===== config.mk =====
export PLATFORM = sky130hd
export DESIGN_NAME = uart_peripheral
export DESIGN_NICKNAME = d
export VERILOG_FILES = /design/src/rtl/uart_peripheral_pkg.sv /design/src/rtl/uart_fifo.sv /design/src/rtl/uart_peripheral.sv
export SDC_FILE = /design/constraint.sdc
export NUM_CORES = 1
export LEC_CHECK = 0
export CAP_MARGIN = 25
export CORE_ASPECT_RATIO = 0.5
export CORE_MARGIN = 2
export CORE_UTILIZATION = 36
export CTS_CLUSTER_DIAMETER = 30
export DETAILED_ROUTE_END_ITERATION = 10
export GPL_TIMING_DRIVEN = 1
export PLACE_DENSITY = 0.59
export SLEW_MARGIN = 20
export SYNTH_ARGS = -nofsm -noshare
export SYNTH_HDL_FRONTEND = slang
export SYNTH_SLANG_ARGS = --single-unit

===== constraint.sdc =====
create_clock -name clk -period 3.5 [get_ports clk]
set_input_delay 0.35 -clock clk [delete_from_list [all_inputs] [get_ports clk]]
set_output_delay 0.35 -clock clk [all_outputs]
set_load 0.1 [all_outputs]

===== src/rtl/uart_peripheral_pkg.sv =====
// Shared definitions for the UART peripheral: bus modes, register map, STATUS layout, FSM states.
package uart_peripheral_pkg;

  localparam logic [1:0] BusRead  = 2'b01;
  localparam logic [1:0] BusWrite = 2'b10;

  localparam logic [3:0]  RegData   = 4'h0;
  localparam logic [3:0]  RegStatus = 4'h4;
  localparam logic [3:0]  RegCtrl   = 4'h8;
  localparam logic [31:0] RegSpan   = 32'd12;

  localparam int unsigned StTxFull  = 0;
  localparam int unsigned StTxEmpty = 1;
  localparam int unsigned StRxValid = 2;
  localparam int unsigned StOverrun = 3;
  localparam int unsigned StTxBusy  = 4;

  localparam int unsigned CtrlRxIrqEn = 16;
  localparam int unsigned CtrlTxIrqEn = 17;

  typedef enum logic [1:0] {TxIdle, TxStart, TxData, TxStop} tx_state_e;
  typedef enum logic [1:0] {RxIdle, RxStart, RxData, RxStop} rx_state_e;

  // A divisor below 2 would leave no room for the half-bit start check.
  function automatic logic [15:0] eff_div(input logic [15:0] div);
    return (div < 16'd2) ? 16'd2 : div;
  endfunction

endpackage


===== src/rtl/uart_fifo.sv =====
// Byte FIFO used for both UART directions; a pop frees a slot for a push in the same cycle.
module uart_fifo #(
  parameter int unsigned depth = 4,
  localparam int unsigned PtrW = (depth > 1) ? $clog2(depth) : 1,
  localparam int unsigned CntW = $clog2(depth + 1)
) (
  input  logic            clk,
  input  logic            reset,
  input  logic            push,
  input  logic [7:0]      wdata,
  input  logic            pop,
  output logic [7:0]      rdata,
  output logic            full,
  output logic            empty,
  output logic [CntW-1:0] count
);

  logic [7:0]      mem_q [depth];
  logic [PtrW-1:0] wr_ptr_q, rd_ptr_q;
  logic [CntW-1:0] count_q;
  logic            do_push, do_pop;

  function automatic logic [PtrW-1:0] next_ptr(input logic [PtrW-1:0] p);
    return (p == PtrW'(depth - 1)) ? '0 : p + 1'b1;
  endfunction

  assign empty   = (count_q == '0);
  assign full    = (count_q == CntW'(depth));
  assign do_pop  = pop & ~empty;
  assign do_push = push & (~full | do_pop);
  assign rdata   = mem_q[rd_ptr_q];
  assign count   = count_q;

  always_ff @(posedge clk or negedge reset) begin
    if (!reset) begin
      wr_ptr_q <= '0;
      rd_ptr_q <= '0;
      count_q  <= '0;
    end else begin
      if (do_push) wr_ptr_q <= next_ptr(wr_ptr_q);
      if (do_pop)  rd_ptr_q <= next_ptr(rd_ptr_q);
      count_q <= count_q + CntW'(do_push) - CntW'(do_pop);
    end
  end

  always_ff @(posedge clk) begin
    if (do_push) mem_q[wr_ptr_q] <= wdata;
  end

endmodule


===== src/rtl/uart_peripheral.sv =====
// Memory-mapped 8N1 UART with TX FIFO, RX storage, programmable divisor and level interrupt.
// Build option UART_RX_FIFO_EN: 4-deep RX FIFO; otherwise a single RX holding register.
module uart_peripheral
  import uart_peripheral_pkg::*;
#(
  parameter logic [31:0] base_address = 32'h40E0,
  parameter logic [15:0] default_div  = 16'd104
) (
  input  logic        clk,
  input  logic        reset,
  output logic [31:0] data_bus_read,
  input  logic [31:0] data_bus_write,
  input  logic        data_bus_select,
  input  logic [31:0] data_bus_addr,
  input  logic [1:0]  data_bus_mode,
  input  logic        uart_rx,
  output logic        uart_tx,
  output logic        uart_irq
);

`ifdef UART_RX_FIFO_EN
  localparam int unsigned RxDepth = 4;
`else
  localparam int unsigned RxDepth = 1;
`endif
  localparam int unsigned RxCntW = $clog2(RxDepth + 1);

  logic [31:0] offset, status;
  logic [3:0]  reg_sel;
  logic        rd_acc, wr_acc, status_rd;
  logic [15:0] div_q, div_eff;
  logic        rx_irq_en_q, tx_irq_en_q, overrun_q, unused_wdata;

  // Addresses below the base wrap to large offsets and fall out of range.
  assign offset    = data_bus_addr - base_address;
  assign reg_sel   = {offset[3:2], 2'b00};
  assign rd_acc    = data_bus_select && (offset < RegSpan) && (data_bus_mode == BusRead);
  assign wr_acc    = data_bus_select && (offset < RegSpan) && (data_bus_mode == BusWrite);
  assign status_rd = rd_acc && (reg_sel == RegStatus);
  assign div_eff   = eff_div(div_q);
  assign unused_wdata = ^data_bus_write[31:18];

  logic       tx_push, tx_pop, tx_full, tx_empty, tx_busy;
  logic [7:0] tx_rdata;
  logic [2:0] unused_tx_count;
  logic       rx_push, rx_pop, rx_full, rx_empty, rx_valid;
  logic [7:0] rx_rdata;
  logic [RxCntW-1:0] unused_rx_count;

  tx_state_e   tx_state_q, tx_state_d;
  logic [15:0] tx_cnt_q, tx_cnt_d;
  logic [2:0]  tx_bit_q, tx_bit_d;
  logic [7:0]  tx_shift_q, tx_shift_d;

  rx_state_e   rx_state_q, rx_state_d;
  logic [15:0] rx_cnt_q, rx_cnt_d;
  logic [2:0]  rx_bit_q, rx_bit_d;
  logic [7:0]  rx_shift_q, rx_shift_d;
  logic        rx_s1_q, rx_s2_q, rx_prev_q;

  assign tx_push  = wr_acc && (reg_sel == RegData);
  assign rx_valid = ~rx_empty;
  assign rx_pop   = rd_acc && (reg_sel == RegData) && rx_valid;

  uart_fifo #(.depth(4)) u_tx_fifo (
    .clk(clk), .reset(reset), .push(tx_push), .wdata(data_bus_write[7:0]), .pop(tx_pop),
    .rdata(tx_rdata), .full(tx_full), .empty(tx_empty), .count(unused_tx_count)
  );

  uart_fifo #(.depth(RxDepth)) u_rx_fifo (
    .clk(clk), .reset(reset), .push(rx_push), .wdata(rx_shift_q), .pop(rx_pop),
    .rdata(rx_rdata), .full(rx_full), .empty(rx_empty), .count(unused_rx_count)
  );

  always_ff @(posedge clk or negedge reset) begin
    if (!reset) begin
      div_q       <= default_div;
      rx_irq_en_q <= 1'b0;
      tx_irq_en_q <= 1'b0;
      overrun_q   <= 1'b0;
    end else begin
      if (wr_acc && (reg_sel == RegCtrl)) begin
        div_q       <= data_bus_write[15:0];
        rx_irq_en_q <= data_bus_write[CtrlRxIrqEn];
        tx_irq_en_q <= data_bus_write[CtrlTxIrqEn];
      end
      // A new overrun wins over a concurrent STATUS read so it is never lost.
      if (rx_push && rx_full && !rx_pop) overrun_q <= 1'b1;
      else if (status_rd)               overrun_q <= 1'b0;
    end
  end

  always_comb begin
    status            = '0;
    status[StTxFull]  = tx_full;
    status[StTxEmpty] = tx_empty;
    status[StRxValid] = rx_valid;
    status[StOverrun] = overrun_q;
    status[StTxBusy]  = tx_busy;
    data_bus_read     = '0;
    if (reset && rd_acc) begin
      case (reg_sel)
        RegData:   data_bus_read = rx_valid ? {24'h0, rx_rdata} : '0;
        RegStatus: data_bus_read = status;
        RegCtrl:   data_bus_read = {14'h0, tx_irq_en_q, rx_irq_en_q, div_q};
        default:   data_bus_read = '0;
      endcase
    end
  end

  assign uart_irq = (rx_irq_en_q & rx_valid) | (tx_irq_en_q & tx_empty & ~tx_busy);

  // Transmitter
  always_ff @(posedge clk or negedge reset) begin
    if (!reset) begin
      tx_state_q <= TxIdle;
      tx_cnt_q   <= '0;
      tx_bit_q   <= '0;
      tx_shift_q <= '0;
    end else begin
      tx_state_q <= tx_state_d;
      tx_cnt_q   <= tx_cnt_d;
      tx_bit_q   <= tx_bit_d;
      tx_shift_q <= tx_shift_d;
    end
  end

  always_comb begin
    tx_state_d = tx_state_q;
    tx_cnt_d   = tx_cnt_q;
    tx_bit_d   = tx_bit_q;
    tx_shift_d = tx_shift_q;
    tx_pop     = 1'b0;
    if (tx_state_q != TxIdle) tx_cnt_d = tx_cnt_q - 16'd1;
    unique case (tx_state_q)
      TxIdle: begin
        if (!tx_empty) begin
          tx_pop     = 1'b1;
          tx_shift_d = tx_rdata;
          tx_cnt_d   = div_eff - 16'd1;
          tx_state_d = TxStart;
        end
      end
      TxStart: begin
        if (tx_cnt_q == '0) begin
          tx_cnt_d   = div_eff - 16'd1;
          tx_bit_d   = '0;
          tx_state_d = TxData;
        end
      end
      TxData: begin
        if (tx_cnt_q == '0) begin
          tx_cnt_d = div_eff - 16'd1;
          if (tx_bit_q == 3'd7) begin
            tx_state_d = TxStop;
          end else begin
            tx_bit_d   = tx_bit_q + 3'd1;
            tx_shift_d = {1'b0, tx_shift_q[7:1]};
          end
        end
      end
      TxStop: begin
        if (tx_cnt_q == '0) begin
          if (!tx_empty) begin
            tx_pop     = 1'b1;
            tx_shift_d = tx_rdata;
            tx_cnt_d   = div_eff - 16'd1;
            tx_state_d = TxStart;
          end else begin
            tx_state_d = TxIdle;
          end
        end
      end
    endcase
  end

  assign tx_busy = (tx_state_q != TxIdle);
  assign uart_tx = (tx_state_q == TxStart) ? 1'b0 :
                   (tx_state_q == TxData)  ? tx_shift_q[0] : 1'b1;

  // Receiver
  always_ff @(posedge clk or negedge reset) begin
    if (!reset) begin
      rx_s1_q    <= 1'b1;
      rx_s2_q    <= 1'b1;
      rx_prev_q  <= 1'b1;
      rx_state_q <= RxIdle;
      rx_cnt_q   <= '0;
      rx_bit_q   <= '0;
      rx_shift_q <= '0;
    end else begin
      rx_s1_q    <= uart_rx;
      rx_s2_q    <= rx_s1_q;
      rx_prev_q  <= rx_s2_q;
      rx_state_q <= rx_state_d;
      rx_cnt_q   <= rx_cnt_d;
      rx_bit_q   <= rx_bit_d;
      rx_shift_q <= rx_shift_d;
    end
  end

  always_comb begin
    rx_state_d = rx_state_q;
    rx_cnt_d   = rx_cnt_q;
    rx_bit_d   = rx_bit_q;
    rx_shift_d = rx_shift_q;
    rx_push    = 1'b0;
    if (rx_state_q != RxIdle) rx_cnt_d = rx_cnt_q - 16'd1;
    unique case (rx_state_q)
      RxIdle: begin
        if (rx_prev_q && !rx_s2_q) begin
          rx_cnt_d   = (div_eff >> 1) - 16'd1;
          rx_state_d = RxStart;
        end
      end
      RxStart: begin
        if (rx_cnt_q == '0) begin
          rx_cnt_d   = div_eff - 16'd1;
          rx_bit_d   = '0;
          rx_state_d = rx_s2_q ? RxIdle : RxData;
        end
      end
      RxData: begin
        if (rx_cnt_q == '0) begin
          rx_shift_d = {rx_s2_q, rx_shift_q[7:1]};
          rx_cnt_d   = div_eff - 16'd1;
          if (rx_bit_q == 3'd7) rx_state_d = RxStop;
          else                  rx_bit_d   = rx_bit_q + 3'd1;
        end
      end
      RxStop: begin
        if (rx_cnt_q == '0) begin
          rx_push    = rx_s2_q;
          rx_state_d = RxIdle;
        end
      end
    endcase
  end

endmodule


==> results.sh, run 1 <==
export IMPL_status="finished clean"
export IMPL_antenna_cells=0
export IMPL_setup_ws_ns=0.06362
export IMPL_cts_buffer_depth=2
export IMPL_synth_cells=831
export IMPL_vias=7061
export IMPL_rsz0062_at_grt="true"
export IMPL_vias_per_cell=5.436
export IMPL_drt_iter0_markers=425
export IMPL_grt_use_total_pct=19.52
export IMPL_initial_core_util_pct=36.67
export IMPL_core_sq_mm=0.02279
export IMPL_final_area_sq_mm=0.01129
export IMPL_drv_cap=0
export IMPL_leakagePower_nw=4.786
export IMPL_ys_ff_latch=128
export IMPL_ant_nets=0
export IMPL_clkTransAtPathRegs_ns=0.06
export IMPL_grt_max_degree=64
export IMPL_rows=39
export IMPL_ios=104
export IMPL_area_growth_pct=35.11
export IMPL_fmax_ghz=0.2910
export IMPL_final_seq_area_sq_mm=0.003411
export IMPL_cts_root_buffer="clkbuf_16"
export IMPL_layout_drive_gt1_share_pct=28.02
export IMPL_min_period_ns=3.436
export IMPL_hold_viol_final=0
export IMPL_yosysSeqAreaShare_pct=40.81
export IMPL_fillers=2048
export IMPL_placedCellCount=1246
export IMPL_dp_slack_ns=-0.1872
export IMPL_end_kind="output port"
export IMPL_clkLatencyLatePin_ns=0.43
export IMPL_final_cell_mix="96 x buf_4, 82 x dfrtp_1, 56 x nor2_1, 51 x nand2_1, 47 x a21oi_1"
export IMPL_h_tree_depth=4
export IMPL_worst_path_max_fanout=5
export IMPL_die_h_um=111.7
export IMPL_synthDistinctLibCells=84
export IMPL_cts_buffers=17
export IMPL_worstSetupPathType="in -> out"
export IMPL_antenna_found_initial=0
export IMPL_syn_area_per_cell_sq_um=10.06
export IMPL_wl_um=23200
export IMPL_worst_pin_slew_ns=1.025
export IMPL_crit_path_start_kind="primary input"
export IMPL_place_area_sq_mm=0.01034
export IMPL_cts_tree="yes"
export IMPL_grt_pass1_vias=6956
export IMPL_arrival_ns=3.09
export IMPL_synth_area_sq_mm=0.008357
export IMPL_route_detailed_drc=0
export IMPL_multi_input_area_sq_mm=0.004951
export IMPL_async_flop_share_pct=68.75
export IMPL_slew_violations=0
export IMPL_finalSetupViolations=0
export IMPL_final_core_util_pct=49.55
export IMPL_ys_flop_type="dfrtp_1"
export IMPL_yosys_warnings=0
export IMPL_post_route_period_util_pct=98.18
export IMPL_overflow=0
export IMPL_first_pass_iters=5
export IMPL_layout_cells_non_filler=1299
export IMPL_powerDensity_mw_per_mm2=454.6
export IMPL_final_common_cell="buf_4"
export IMPL_avgRoutedWirePerCell_um=17.86
export IMPL_finalWeightedCongestion=0.9084
export IMPL_slew_headroom_pct=30.83
export IMPL_hp_class="in -> reg"
export IMPL_ir_drop_v=0.0003488
export IMPL_cp_required_ns=3.15
export IMPL_die_x_um=219.5
export IMPL_clock_sinks=128
export IMPL_grt_pass1_wl_um=37720
export IMPL_port_buffers=73
export IMPL_clock_skew_ns=0.01262
export IMPL_hpwl_um=16980
export IMPL_die_area_sq_mm=0.02452
export IMPL_synth_edf_count=40
export IMPL_final_nets=1077
## metal layers
| metal | global-route usage [%] | wire (um) | up-vias |
|---|---|---|---|
| met4 | 5.270 | 325 | 0 |
| met2 | 30.96 | 10860 | 152 |
| met5 | 0 | 0 | - |
| met1 | 27.64 | 11170 | 3473 |
| li1 | - | - | 3415 |
| met3 | 3.224 | 842 | 21 |
## metrics by stage
stage	setup TNS (ns)	hold slack (ns)	total power, W
after CTS	0	0.3270	0.005151
after global routing	-0.05044	0.3573	0.005411
after floorplan	-1.203	0.05441	0.002870
final	0	0.3412	0.005133
after global placement	-1.875	0.2936	0.003271
after detailed placement	-3.258	0.2971	0.003305
## cell families (layout without fill, tap and decap cells)
logic type | after synthesis | after routing | synth area share, %
simple gates | 263 | 263 | 17.77
xor+xnor | 51 | 51 | 5.345
flops | 128 | 128 | 40.81
mux | 56 | 56 | 8.819
other cells | 1 | 14 | 0.04487
buf+inv | 98 | 246 | 5.525
fa+ha+maj | 28 | 28 | 4.282
compound gates | 206 | 206 | 17.40
## synthesized netlist by cell type, types with 9 or more instances
master,n,area share [%]
nand3_1,9,0.54
nand2_1,51,2.3
dfrtp_1,82,25
or3_1,11,0.82
a211oi_1,10,0.90
o21ai_0,24,1.4
nor4_1,29,2.2
xnor2_1,30,3.1
mux2_4,10,1.8
o22ai_1,10,0.75
clkbuf_1,42,1.9
inv_1,33,1.5
o31ai_1,10,0.90
mux2_2,21,2.8
ha_1,27,4.0
or4_1,12,1.1
nor3_1,29,1.7
xor2_1,21,2.2
nor2_1,57,2.6
buf_4,15,1.3
edfxtp_1,40,14
mux2i_1,17,2.0
a22o_1,10,1.0
a22oi_1,18,1.6
nor4_2,11,1.6
a21oi_1,48,2.9
## critical path, cell delays in order
cell             delay (ns)
clkdlybuf4s15_1        0.22
or4_4                  0.55
or2_4                  0.29
o31ai_4                0.21
nand3_1                0.13
or3_4                  0.41
buf_12                 0.15
buf_12                 0.12
buf_12                 0.13
nor4_4                 0.30
buf_12                 0.21
## final timing paths
path                                        start                end  slack (ns)  cells past startpoint
worst max-delay path            data_bus_addr[22]  data_bus_read[13]        0.06                     11
worst min-delay path                      uart_rx            rx_s1_q        0.34                      1
worst max register to register          div_q[12]       tx_cnt_q[13]        0.11                     12
worst min register to register            rx_s1_q            rx_s2_q        0.36                      0
max in group asynchronous                   reset        tx_cnt_q[9]        1.92                      3
min in group asynchronous                   reset    u_rx_fifo.count        0.40                      2
## state kept, by name (all words and copies together) (netlist names), 3 cells and up, named ones only
signal and flops:
div_q 16, rx_bit_q 3, rx_cnt_q 16, rx_shift_q 8
tx_bit_q 3, tx_cnt_q 16, tx_shift_q 8, u_rx_fifo.mem_q 8
u_tx_fifo.count 3, u_tx_fifo.mem_q 32
## area by class of cell
class	instances	area share [%]
flip-flops and latches	128	30.21
clock inverters	13	1.341
clock buffers	19	4.023
inverters	33	1.097
well taps	307	3.402
repair buffers	181	16.08
multi-input cells	618	43.85
## report_power, final
part / switching [W] / total (W) / internal [W]
Clock: 0.000720 / 0.00183 / 0.00111
Sequential: 0.000121 / 0.00179 / 0.00166
Combinational: 0.000925 / 0.00152 / 0.000598
## repair_timing
item                                    CTS  global route
resized for setup                        31            43
hold endpoints to repair                 22             0
pin swaps                                15            12
endpoints found under the setup margin   18            22
buffers inserted                         14             6
cloned                                    0             0
hold buffers                              1             0
Note: power is estimated with default switching activity, not from simulation.
==> inputs of run 2 (changes only) <==
==> constraint.sdc (replaced) <==
create_clock -name clk -period 3.5 [get_ports clk]
set_input_delay 1.05 -clock clk [delete_from_list [all_inputs] [get_ports clk]]
set_output_delay 1.05 -clock clk [all_outputs]
set_load 0.1 [all_outputs]
==> run 2 against run 1 <==
The flow now finishes with violations (setup timing); via count rose by 3.5%; total power fell by 0.86%; worst hold slack improved by 0.016 ns; cell area rose by 3.1%; wire length rose by 3.9%; non-clock buffer count rose by 22; register-to-register slack improved by 0.02 ns; utilization rose by 1.6 points; final cell count rose by 1.7%; largest cell class unchanged.
==> results.sh, run 2 (synthesized netlist as in run 1, its figures left out) <==
export IMPL_status="complete, but fails checks"
export IMPL_violations="setup timing"
export IMPL_leakagePower_nw=4.940
export IMPL_final_cell_mix="113 x buf_4, 82 x dfrtp_1, 55 x nor2_1, 51 x nand2_1, 46 x a21oi_1"
export IMPL_clockPowerShare_pct=33.6
export IMPL_route_detailed_drc=0
export IMPL_wl_um=24110
export IMPL_fillers=1976
export IMPL_crit_path_start_kind="primary input"
export IMPL_die_x_um=219.5
export IMPL_setup_ws_ns=-1.030
export IMPL_overflow=0
export IMPL_area_growth_pct=39.35
export IMPL_crit_path_frequent_cell="buf_12"
export IMPL_path_cells="buf_2, buf_4, a311o_1, buf_4, nor4_2, a311o_2, o211ai_1, or3_4, buf_12, buf_12, nor4_4, buf_12"
export IMPL_dp_slack_ns=-1.499
export IMPL_switching_power_w=0.001858
export IMPL_rsz0062_at_grt="true"
export IMPL_vias=7307
export IMPL_core_sq_mm=0.02279
export IMPL_cp_slowest_stage_delay_ns=0.40
export IMPL_first_pass_iters=5
export IMPL_rows=39
export IMPL_max_flop_register="u_tx_fifo.mem_q"
export IMPL_drv_cap=0
export IMPL_die_area_sq_mm=0.02452
export IMPL_reg2reg_from="div_q[12]"
export IMPL_slowest_stage="or3_4"
export IMPL_p_int_w=0.003231
export IMPL_multi_input_area_sq_mm=0.005150
export IMPL_antenna_cells=0
export IMPL_fmax_ghz=0.2207
export IMPL_arrival_ns=3.48
export IMPL_seqPwrFrac_pct=35.2
export IMPL_grt_max_degree=69
export IMPL_grt_use_total_pct=20.38
export IMPL_clkLatencyLatePin_ns=0.43
export IMPL_cp_required_ns=2.45
export IMPL_finalWeightedCongestion=0.9230
export IMPL_final_seq_area_sq_mm=0.003411
export IMPL_worst_pin_slew_ns=0.9036
export IMPL_port_buffers=73
export IMPL_end_kind="output port"
export IMPL_vias_per_cell=5.531
export IMPL_grt_pass1_vias=7404
export IMPL_clkTransAtPathRegs_ns=0.07
export IMPL_cts_buffers=17
export IMPL_layout_cells_non_filler=1321
export IMPL_die_h_um=111.7
export IMPL_slew_headroom_pct=39.76
export IMPL_initial_core_util_pct=36.67
export IMPL_hp_start="rx_s1_q"
export IMPL_worstSetupPathType="in -> out"
export IMPL_drt_iter0_markers=447
export IMPL_layout_drive_gt1_share_pct=32.45
export IMPL_placedCellCount=1274
export IMPL_ios=104
export IMPL_ir_drop_v=0.0002857
export IMPL_hold_viol_final=0
export IMPL_switching_share_pct=36.51
export IMPL_slew_violations=0
export IMPL_crit_path_start="data_bus_addr[7]"
export IMPL_cts_tree="yes"
export IMPL_pwr_share_comb_pct=31.2
export IMPL_clock_sinks=128
export IMPL_worst_path_max_fanout=5
export IMPL_cts_buffer_depth=2
export IMPL_antenna_found_initial=0
export IMPL_powerDensity_mw_per_mm2=437.0
export IMPL_final_common_cell="buf_4"
export IMPL_final_nets=1099
export IMPL_grt_pass1_wl_um=39270
export IMPL_largest_reg_flops=32
export IMPL_finalSetupViolations=20
export IMPL_min_period_ns=4.530
export IMPL_clock_skew_ns=0.01098
export IMPL_cts_root_buffer="clkbuf_16"
export IMPL_ant_nets=0
export IMPL_h_tree_depth=4
export IMPL_post_route_period_util_pct=129.4
export IMPL_cts_hold_fix_buffers=0
export IMPL_hp_class="reg -> reg"
export IMPL_avgRoutedWirePerCell_um=18.25
export IMPL_hpwl_um=17550
[run 2: changes by cell type in the layout (fill, tap and decap cells not counted), moves of 4 or more]
| cell | change |
|---|---|
| buf_6 | +8 |
| clkdlybuf4s50_1 | -9 |
| clkbuf_2 | -10 |
| mux2_4 | +6 |
| dlygate4sd2_1 | +7 |
| mux2_2 | -6 |
| buf_2 | +10 |
| buf_4 | +17 |
| and2_1 | -4 |
| and2_4 | +4 |
[run 2: worst max-delay path, delay by kind of cell]
family / cells / cell delay (ns)
AO/OA/AOI/OAI: 3 / 0.63
buffers and inverters: 6 / 0.99
AND/OR/NAND/NOR: 3 / 0.79
[run 2: final cells by class]
| type | count | area share, % |
|---|---|---|
| clock buffers | 17 | 3.653 |
| flip-flops and latches | 128 | 29.29 |
| inverters | 33 | 1.064 |
| repair buffers | 203 | 17.27 |
| well taps | 307 | 3.299 |
| clock inverters | 15 | 1.203 |
| multi-input cells | 618 | 44.22 |
[run 2: power groups by stage]
stage	registers (W)	logic [W]	clock network (W)
4_1_cts	0.00178	0.00157	0.00173
2_1_floorplan	0.00178	0.00109	0
3_5_place_dp	0.00181	0.00153	0
3_3_place_gp	0.00181	0.00150	0
5_1_grt	0.00181	0.00177	0.00179
6_report	0.00179	0.00159	0.00171
[run 2: per-stage QoR]
step                      setup TNS, ns  instance area, sq um  power [W]  hold WS, ns  util (%)
final                            -18.28                 11640   0.005089       0.3568     51.10
after global routing             -20.68                 11640   0.005371       0.3615     51.10
after CTS                        -51.23                 11580   0.005085       0.3583     50.80
after detailed placement         -78.23                 10600   0.003344       0.3489     46.53
after global placement           -74.28                 10600   0.003312       0.3461     46.53
after floorplan                  -27.07                  8692   0.002874       0.3452         -
[run 2: per-layer routing]
layer / track usage, % / vias up / part of all wire, %
li1: - / 3463 / -
met1: 27.88 / 3630 / 46
met2: 33.00 / 176 / 47
met3: 3.470 / 38 / 4.7
met4: 6.532 / 0 / 1.6
met5: 0 / - / 0
[run 2: timing repair]
action                     CTS  global route
pin swaps                   43            23
gates cloned                 1             0
buffers inserted            22            10
setup endpoints to repair   82            90
resized for setup          150            27
[run 2: worst paths after layout]
kind	to	slack, ns	cells after the start
worst max-delay path	data_bus_read[13]	-1.03	12
worst min-delay path	rx_s2_q	0.36	0
worst max register to register	rx_cnt_q[10]	0.13	10
worst min register to register	rx_s2_q	0.36	0
max in group asynchronous	tx_shift_q[4]	1.71	3
min in group asynchronous	rx_shift_q[6]	0.60	2
